File: config.mk
export PLATFORM = sky130hd
export DESIGN_NAME = sprite_mover
export DESIGN_NICKNAME = d
export VERILOG_FILES = /design/src/rtl/game_pkg.sv /design/src/rtl/tick_divider.sv /design/src/rtl/sprite_mover.sv
export SDC_FILE = /design/constraint.sdc
export NUM_CORES = 1
export LEC_CHECK = 0
export CAP_MARGIN = 20
export CORE_AREA = 8 8 104 106
export CTS_CLUSTER_DIAMETER = 40
export DETAILED_ROUTE_END_ITERATION = 10
export DIE_AREA = 0 0 112 114
export PLACE_DENSITY = 0.79
export SLEW_MARGIN = 15
export SYNTH_ARGS = -nofsm -noshare
export SYNTH_HDL_FRONTEND = slang
export SYNTH_SLANG_ARGS = --single-unit
File: constraint.sdc
create_clock -name CLOCK_50 -period 4.9 [get_ports CLOCK_50]
set_input_delay 0.735 -clock CLOCK_50 [delete_from_list [all_inputs] [get_ports CLOCK_50]]
set_output_delay 0.735 -clock CLOCK_50 [all_outputs]
set_load 0.05 [all_outputs]
File: src/rtl/game_pkg.sv
// rtl/game_pkg.sv - shared FSM state encoding, VGA colour constants and screen limits
package game_pkg;

    // Sprite pass sequencer states. DRAW is the reset state so the sprite
    // appears at its start position straight out of reset.
    typedef enum logic [1:0] {
        ST_DRAW  = 2'd0,
        ST_IDLE  = 2'd1,
        ST_ERASE = 2'd2,
        ST_MOVE  = 2'd3
    } state_t;

    // 3-bit RGB palette used by the VGA adapter
    localparam logic [2:0] COL_BLACK   = 3'b000;
    localparam logic [2:0] COL_BLUE    = 3'b001;
    localparam logic [2:0] COL_GREEN   = 3'b010;
    localparam logic [2:0] COL_CYAN    = 3'b011;
    localparam logic [2:0] COL_RED     = 3'b100;
    localparam logic [2:0] COL_MAGENTA = 3'b101;
    localparam logic [2:0] COL_YELLOW  = 3'b110;
    localparam logic [2:0] COL_WHITE   = 3'b111;

    // Visible frame buffer size
    localparam int SCREEN_W = 160;
    localparam int SCREEN_H = 120;

endpackage

File: src/rtl/tick_divider.sv
// rtl/tick_divider.sv - free-running divider producing a one-cycle movement tick
//
// Ports:
//   CLOCK_50  in   sole clock
//   reset     in   synchronous, active-high; clears the count
//   tick      out  high for one cycle every TICK_DIV cycles
module tick_divider #(
    parameter int TICK_DIV = 833333
) (
    input  logic CLOCK_50,
    input  logic reset,
    output logic tick
);

    localparam int CW = (TICK_DIV > 1) ? $clog2(TICK_DIV) : 1;
    localparam logic [CW-1:0] LAST = CW'(TICK_DIV - 1);

    logic [CW-1:0] count;

    always_ff @(posedge CLOCK_50) begin
        if (reset) begin
            count <= '0;
        end else if (count == LAST) begin
            count <= '0;
        end else begin
            count <= count + CW'(1);
        end
    end

    assign tick = (count == LAST);

endmodule

File: src/rtl/sprite_mover.sv
// rtl/sprite_mover.sv - moves a rectangular sprite on a VGA frame buffer by erase/redraw passes
//
// Ports:
//   CLOCK_50                          in   sole clock
//   reset                             in   synchronous, active-high
//   mv_left, mv_right, mv_up, mv_down in   move requests, sampled once per serviced tick
//   x, y, colour, plot                out  registered VGA pixel write port
//   pos_x, pos_y                      out  current top-left corner of the sprite
//   busy                              out  high while an erase or draw pass is in progress
module sprite_mover
    import game_pkg::*;
#(
    parameter int         SPRITE_W  = 16,
    parameter int         SPRITE_H  = 8,
    parameter int         START_X   = 80,
    parameter int         START_Y   = 50,
    parameter int         X_MIN     = 10,
    parameter int         X_MAX     = 150,
    parameter int         Y_MIN     = 10,
    parameter int         Y_MAX     = 110,
    parameter int         SPEED     = 1,
    parameter int         TICK_DIV  = 833333,
    parameter logic [2:0] FG_COLOUR = COL_GREEN,
    parameter logic [2:0] BG_COLOUR = COL_BLACK
) (
    input  logic       CLOCK_50,
    input  logic       reset,
    input  logic       mv_left,
    input  logic       mv_right,
    input  logic       mv_up,
    input  logic       mv_down,
    output logic [7:0] x,
    output logic [6:0] y,
    output logic [2:0] colour,
    output logic       plot,
    output logic [7:0] pos_x,
    output logic [6:0] pos_y,
    output logic       busy
);

    // Legal range of the top-left corner so the whole sprite stays in bounds
    localparam logic [7:0] X_LO    = 8'(X_MIN);
    localparam logic [7:0] X_HI    = 8'(X_MAX - SPRITE_W + 1);
    localparam logic [6:0] Y_LO    = 7'(Y_MIN);
    localparam logic [6:0] Y_HI    = 7'(Y_MAX - SPRITE_H + 1);
    localparam logic [8:0] STEP    = 9'(SPEED);
    localparam logic [4:0] CX_LAST = 5'(SPRITE_W - 1);
    localparam logic [4:0] CY_LAST = 5'(SPRITE_H - 1);

    state_t     state, next_state;
    logic [4:0] cx, cy;
    logic       last_px;
    logic       tick;
    logic       pending;
    logic       load_tgt;
    logic [7:0] tgt_x, nxt_x;
    logic [6:0] tgt_y, nxt_y;
    logic [8:0] right_sum, left_diff, down_sum, up_diff;

    tick_divider #(
        .TICK_DIV (TICK_DIV)
    ) u_tick (
        .CLOCK_50 (CLOCK_50),
        .reset    (reset),
        .tick     (tick)
    );

    assign last_px = (cx == CX_LAST) && (cy == CY_LAST);

    // Candidate target, computed at 9 bits so a step past either edge
    // (including below zero) is caught before clamping to the bound.
    assign right_sum = {1'b0, pos_x} + STEP;
    assign left_diff = {1'b0, pos_x} - STEP;
    assign down_sum  = {2'b00, pos_y} + STEP;
    assign up_diff   = {2'b00, pos_y} - STEP;

    always_comb begin
        nxt_x = pos_x;
        if (mv_right && !mv_left) begin
            nxt_x = (right_sum > {1'b0, X_HI}) ? X_HI : right_sum[7:0];
        end else if (mv_left && !mv_right) begin
            nxt_x = (left_diff[8] || (left_diff < {1'b0, X_LO})) ? X_LO : left_diff[7:0];
        end

        nxt_y = pos_y;
        if (mv_down && !mv_up) begin
            nxt_y = (down_sum > {2'b00, Y_HI}) ? Y_HI : down_sum[6:0];
        end else if (mv_up && !mv_down) begin
            nxt_y = (up_diff[8] || (up_diff < {2'b00, Y_LO})) ? Y_LO : up_diff[6:0];
        end
    end

    always_ff @(posedge CLOCK_50) begin
        if (reset) begin
            state <= ST_DRAW;
        end else begin
            state <= next_state;
        end
    end

    always_comb begin
        next_state = state;
        load_tgt   = 1'b0;
        case (state)
            ST_IDLE: begin
                if (pending) begin
                    load_tgt = 1'b1;
                    if ((nxt_x != pos_x) || (nxt_y != pos_y)) begin
                        next_state = ST_ERASE;
                    end
                end
            end
            ST_ERASE: if (last_px) next_state = ST_MOVE;
            ST_MOVE:  next_state = ST_DRAW;
            ST_DRAW:  if (last_px) next_state = ST_IDLE;
            default:  next_state = ST_IDLE;
        endcase
    end

    always_ff @(posedge CLOCK_50) begin
        if (reset) begin
            cx      <= '0;
            cy      <= '0;
            pending <= 1'b0;
            tgt_x   <= 8'(START_X);
            tgt_y   <= 7'(START_Y);
            pos_x   <= 8'(START_X);
            pos_y   <= 7'(START_Y);
            plot    <= 1'b0;
            x       <= '0;
            y       <= '0;
            colour  <= BG_COLOUR;
            busy    <= 1'b1;
        end else begin
            // busy follows the state one cycle late so it lines up with plot
            busy <= (state != ST_IDLE);

            // A tick landing while a request is still pending is dropped
            if (load_tgt) begin
                pending <= 1'b0;
                tgt_x   <= nxt_x;
                tgt_y   <= nxt_y;
            end else if (tick) begin
                pending <= 1'b1;
            end

            if (state == ST_MOVE) begin
                pos_x <= tgt_x;
                pos_y <= tgt_y;
            end

            if ((state == ST_DRAW) || (state == ST_ERASE)) begin
                plot   <= 1'b1;
                x      <= pos_x + {3'b000, cx};
                y      <= pos_y + {2'b00, cy};
                colour <= (state == ST_DRAW) ? FG_COLOUR : BG_COLOUR;
                if (last_px) begin
                    cx <= '0;
                    cy <= '0;
                end else if (cx == CX_LAST) begin
                    cx <= '0;
                    cy <= cy + 5'd1;
                end else begin
                    cx <= cx + 5'd1;
                end
            end else begin
                plot <= 1'b0;
            end
        end
    end

endmodule
Yosys cells after proc, flatten, opt, wreduce, memory -nomap -nowiden
Cells that the tools add are included.
Cells by class
  reduce and logical (&&, ||, !) cells: 19
  $lt $le $gt $ge: 4
  equality and inequality tests: 13
  muxes and demuxes: 21
  add/subtract/negate cells: 9
Operators by type and width (count)
  8-bit 2-to-1 mux: 4
  7-bit 2-to-1 mux: 4
  20-bit by 1-bit adder with 20-bit output (second input constant): 1
  20-bit == test (second input constant): 1
  5-bit 2-to-1 mux: 4
  9-bit by 4-bit < comparator with 1-bit output (second input constant): 2
  5-bit by 1-bit adder with 5-bit output (second input constant): 2
  2-bit 2-to-1 mux: 5
  8-bit by 1-bit adder with 9-bit output (second input constant): 1
  9-bit by 8-bit greater-than comparator with 1-bit output (second input constant): 1
  8-bit by 1-bit subtractor with 9-bit output (second input constant): 1
  7-bit by 1-bit adder with 8-bit output (second input constant): 1
  8-bit by 5-bit adder with 8-bit output: 1
  8-bit by 7-bit greater-than comparator with 1-bit output (second input constant): 1
  2-bit != test (second input constant): 4
  8-bit != test: 1
  2-bit case mux with 4 select lines: 1
  7-bit by 1-bit subtractor with 8-bit output (second input constant): 1
  7-bit by 5-bit adder with 7-bit output: 1
  7-bit != test: 1
  5-bit by 3-bit == test with 1-bit output (second input constant): 1
  5-bit by 4-bit == test with 1-bit output (second input constant): 1
  1-bit logical AND: 5
  2-bit == test (second input constant): 2
  other kinds (10): 19
Storage, ports and cells
  output and inout port bits: 35
  flip-flop bits (word level): 83
  bits of input ports: 6

Longest topological paths before layout
  depth after elaboration: 11
  depth in mapped cells: 14

By module
From an unflattened synthesis, not the netlist that was laid out.
Second synthesis, totals
  cells, all modules: 721
  area total of the unflattened synthesis: 5723.0 um^2
By module, submodules not included
  sprite_mover: instances 1, sequential area each 1221.2 um^2, area an instance 4758.3 um^2, cells each 613
  tick_divider: instances 1, sequential area each 400.4 um^2, area an instance 964.7 um^2, cells each 108

Worst setup path before layout
Ideal clock, no wire load.
  path kind: register to register
  from: reg pos_y[1]
  to: reg state[1]
  data required time: 4784 ps
  arrival: 3561 ps
  cell stages (with the launch flop): 14
  path buffers: 2
  period minus slack after synthesis: 3677 ps
  slack: 1223 ps
  library setup time: 116 ps
  cells stage by stage: dfxtp_1 > clkbuf_1 > inv_1 > ha_1 > buf_2 > or3b_2 > nor3_2 > xnor2_1 > nand4_1 > mux2i_1 > nor4_2 > o2111ai_1 > or4_4 > a41o_1
On the way
  word-level cells in the longest chain between the ends: 10
RTL lines
  start, declared: line sprite_mover.sv:37  | output logic [6:0] pos_y,
  start signal, assigned: line sprite_mover.sv:128  | pos_y <= 7'(START_Y);
  start signal, assigned: line sprite_mover.sv:149  | pos_y <= tgt_y;
  7-bit by 1-bit subtractor with 8-bit output: line sprite_mover.sv:75  | assign up_diff = {2'b00, pos_y} - STEP;
  9-bit by 4-bit < comparator with 1-bit output: line sprite_mover.sv:89  | nxt_y = (up_diff[8] || (up_diff < {2'b00, Y_LO})) ? Y_LO : up_diff[6:0];
  1-bit logical OR: line sprite_mover.sv:89
  7-bit 2-to-1 mux: line sprite_mover.sv:89
  7-bit 2-to-1 mux: line sprite_mover.sv:88  | end else if (mv_up && !mv_down) begin
  7-bit 2-to-1 mux: line sprite_mover.sv:86  | if (mv_down && !mv_up) begin
  7-bit != test *: line sprite_mover.sv:108  | if ((nxt_x != pos_x) || (nxt_y != pos_y)) begin
  1-bit logical OR *: line sprite_mover.sv:108
  2-bit != test (no line) *
  4-bit AND reduction (no line) *
  end signal, assigned: line sprite_mover.sv:97  | state <= next_state;
  end, declared: line sprite_mover.sv:50  | state_t state, next_state;
Every way passes the cells marked *; elsewhere a longest branch is shown, timed or not.
A chain may end at the register's enable or synchronous reset.

Worst setup path after layout
Ends and elaborated chain as after synthesis.

==> results_dict.tcl <==
set metrics [dict create \
    hold_viol_final 0 \
    p_per_area_mw_per_mm2 272.7 \
    synth_edf_count 0 \
    peakVddDrop_uv 129.3 \
    n_antenna_cell 0 \
    routed_wl_microns 14210 \
    yosys-top-cells-area "dfxtp_1, nor2_1, ha_1" \
    crit_fanout 13 \
    cts_setup_buffers 0 \
    portBuffers 38 \
    critical-path-top-delay-family "simple AND/OR/NAND/NOR gates" \
    clkLatencyLatePin_ps 360 \
    maxCapViolations 0 \
    gr-usage-all-layers_pct 21.87 \
    num_io_pins 41 \
    gp_congestion 0.9396 \
    setup_viol 0 \
    critPathMaxStageDelay_ps 560 \
    hold_path.class "flip-flop to flip-flop" \
    outcome "finished clean" \
    antenna_found_initial 0 \
    htree_levels 3 \
    grt_overflow 0 \
    internal-power_w 0.001056 \
    synth_top_area_share_pct 30.63 \
    cp-end-kind "flip-flop" \
    comb_power_share_pct 22.1 \
    cp-start-kind "flip-flop" \
    yosys_register_bits 81 \
    syn_area_sq_mm 0.005294 \
    required_ps 5190 \
    coreArea_sq_mm 0.009109 \
    cts_tree "yes" \
    design_area_sq_mm 0.005838 \
    grt_max_degree 48 \
    clk_pin_slew_worst_paths_ps 100 \
    die-height_microns 114 \
    synth_ff_type "dfxtp_1" \
    worstMarginPinSlew_ps 1147 \
    crit_path_cell_trace "inv_1 -> ha_1 -> or3b_2 -> nor3_2 -> xnor2_1 -> nand4_1 -> a32o_1 -> o21ai_0 -> o2111ai_1 -> or4_4 -> a211oi_2 -> a41o_1" \
    max_freq_ghz 0.2592 \
    max_slew_margin_pct 23.23 \
    p_leak_nw 2.174 \
    numCtsBuffers 9 \
    worstSetupPathType "flip-flop to flip-flop" \
    grt_pass1_vias 4670 \
    synth_cells 687 \
    syn2layout_area_growth_pct 10.28 \
    final_cells 810 \
    die_w_microns 112 \
    start_util_pct 58.12 \
    slew_viol_final 0 \
    drt_iter0_markers 472 \
    critPathBufInv 1 \
    yosysSeqAreaShare_pct 30.63 \
    crit_path_top_delay_cell "or3b_2" \
    fin_nets 725 \
    clk_path_buf_depth 2 \
    period_needed_ps 3858 \
    drc 0 \
    fin_crit_sh_pct 78.73 \
    dp_cells 794 \
    syn_avg_cell_area_sq_um 7.706 \
    dp_hpwl_microns 9961 \
    ys_top_cells_by_count "nor2_1, dfxtp_1, nand2_1" \
    setup-tns-final_ps 0 \
    postCtsHoldBufs 0 \
    placed_cell_area_sq_mm 0.005630 \
    cts_resized 0 \
    synth_area_leader_cell "dfxtp_1" \
    switching_share_pct 33.69 \
    yosysWarningCount 0 \
    rsz0062_at_grt "false" \
    cts_num_sinks 81 \
    rows 35 \
    worstPathArrival_ps 4150 \
    dieArea_sq_mm 0.01277 \
    async_flop_share_pct 0 \
    grt_pass1_wl_microns 23020 \
    ant_nets 0 \
    pwr-share-seq_pct 45.6 \
    vias 5107 \
    ys_types 79 \
    yosysMostFrequentCell "nor2_1" \
    clock_power_share_pct 32.4 \
    fin_worst_skew_ps 16.19 \
    via_per_inst 6.305 \
    drive_gt1_share_pct 5.722 \
    clock-root-buffer "clkbuf_8" \
    power.switching_w 0.0005364 \
    wl_per_cell_microns 17.54 \
    holdWs_ps 454.4 \
    drt_first_pass_iters 7 \
]
[routing by layer]
metal	track usage, %	vias up	part of all wire [%]
li1	-	2463	-
met1	28.63	2431	46
met2	35.66	191	46
met3	4.068	22	6.9
met4	6.835	0	1.4
met5	0	-	0
[worst register-to-register path: stages, from the launching register on]
cell and delay, ps:
dfxtp_1 450, inv_1 290, ha_1 400, or3b_2 560, nor3_2 220, xnor2_1 150, nand4_1 340, a32o_1 390
o21ai_0 90, o2111ai_1 140, or4_4 470, a211oi_2 200, a41o_1 110
[through the flow]
| step | setup WS [ps] | total power, W | utilization, % |
|---|---|---|---|
| after floorplan | 1223 | 0.0009901 | - |
| after global routing | 837.9 | 0.001663 | 64.09 |
| after global placement | 1152 | 0.001082 | 61.81 |
| after detailed placement | 1076 | 0.001091 | 61.81 |
| after CTS | 1087 | 0.001606 | 64.09 |
| final | 1042 | 0.001592 | 64.09 |
[final cells by class]
| class | count | area [sq um] |
|---|---|---|
| timing repair buffer | 42 | 405.4 |
| fill | 818 | 3271 |
| tap | 111 | 138.9 |
| clock inverter | 7 | 83.83 |
| multi-input combinational | 534 | 3367 |
| inverter | 26 | 97.59 |
| clock buffer | 9 | 123.9 |
| sequential | 81 | 1622 |
[worst paths after layout]
check                           startpoint  endpoint  slack, ps  cells past startpoint
worst max-delay path              pos_y[1]  state[1]       1040                     12
worst min register to register        x[5]      x[5]        450                      2
worst min-delay path                  x[5]      x[5]        450                      2
worst max register to register    pos_y[1]  state[1]       1040                     12
[cells in the final DEF, fill, tap and decap left out, types with 17 or more instances in the layout]
cell type | netlist | layout
nor2_1 | 97 | 97
dfxtp_1 | 81 | 81
nand2_1 | 70 | 70
a21oi_1 | 50 | 50
clkdlybuf4s50_1 | 0 | 37
o21ai_0 | 34 | 34
inv_1 | 24 | 24
ha_1 | 23 | 23
xor2_1 | 19 | 19
nor3_1 | 18 | 18
mux2i_1 | 18 | 18
xnor2_1 | 17 | 17
[flip-flops by register name, indices dropped and copies added (netlist names)]
signal and flops:
pos_y 7, busy 1, cx 5, colour 1
plot 1, x 8, u_tick.count 20, pos_x 8
tgt_x 8, pending 1, tgt_y 7, cy 5
y 7, state 2
[power groups by stage]
stage	logic [W]	clock network, W	registers [W]
2_1_floorplan	0.000170	0	0.000820
3_3_place_gp	0.000344	0	0.000738
3_5_place_dp	0.000350	0	0.000741
4_1_cts	0.000352	0.000529	0.000726
5_1_grt	0.000380	0.000551	0.000731
6_report	0.000352	0.000515	0.000725
[logic make-up (layout without fill, tap and decap cells)]
family | Yosys count | in the layout | synth area share, %
other | 1 | 2 | 0.07084
flip-flops | 81 | 81 | 30.63
AO/OA/AOI/OAI | 170 | 170 | 21.41
buffers and inverters | 73 | 84 | 5.838
adder cells (fa/ha/maj) | 25 | 25 | 6.192
XOR/XNOR | 36 | 36 | 5.956
AND/OR/NAND/NOR | 282 | 282 | 26.28
multiplexers | 19 | 19 | 3.616
No activity file was read; power rests on OpenSTA's default activity.
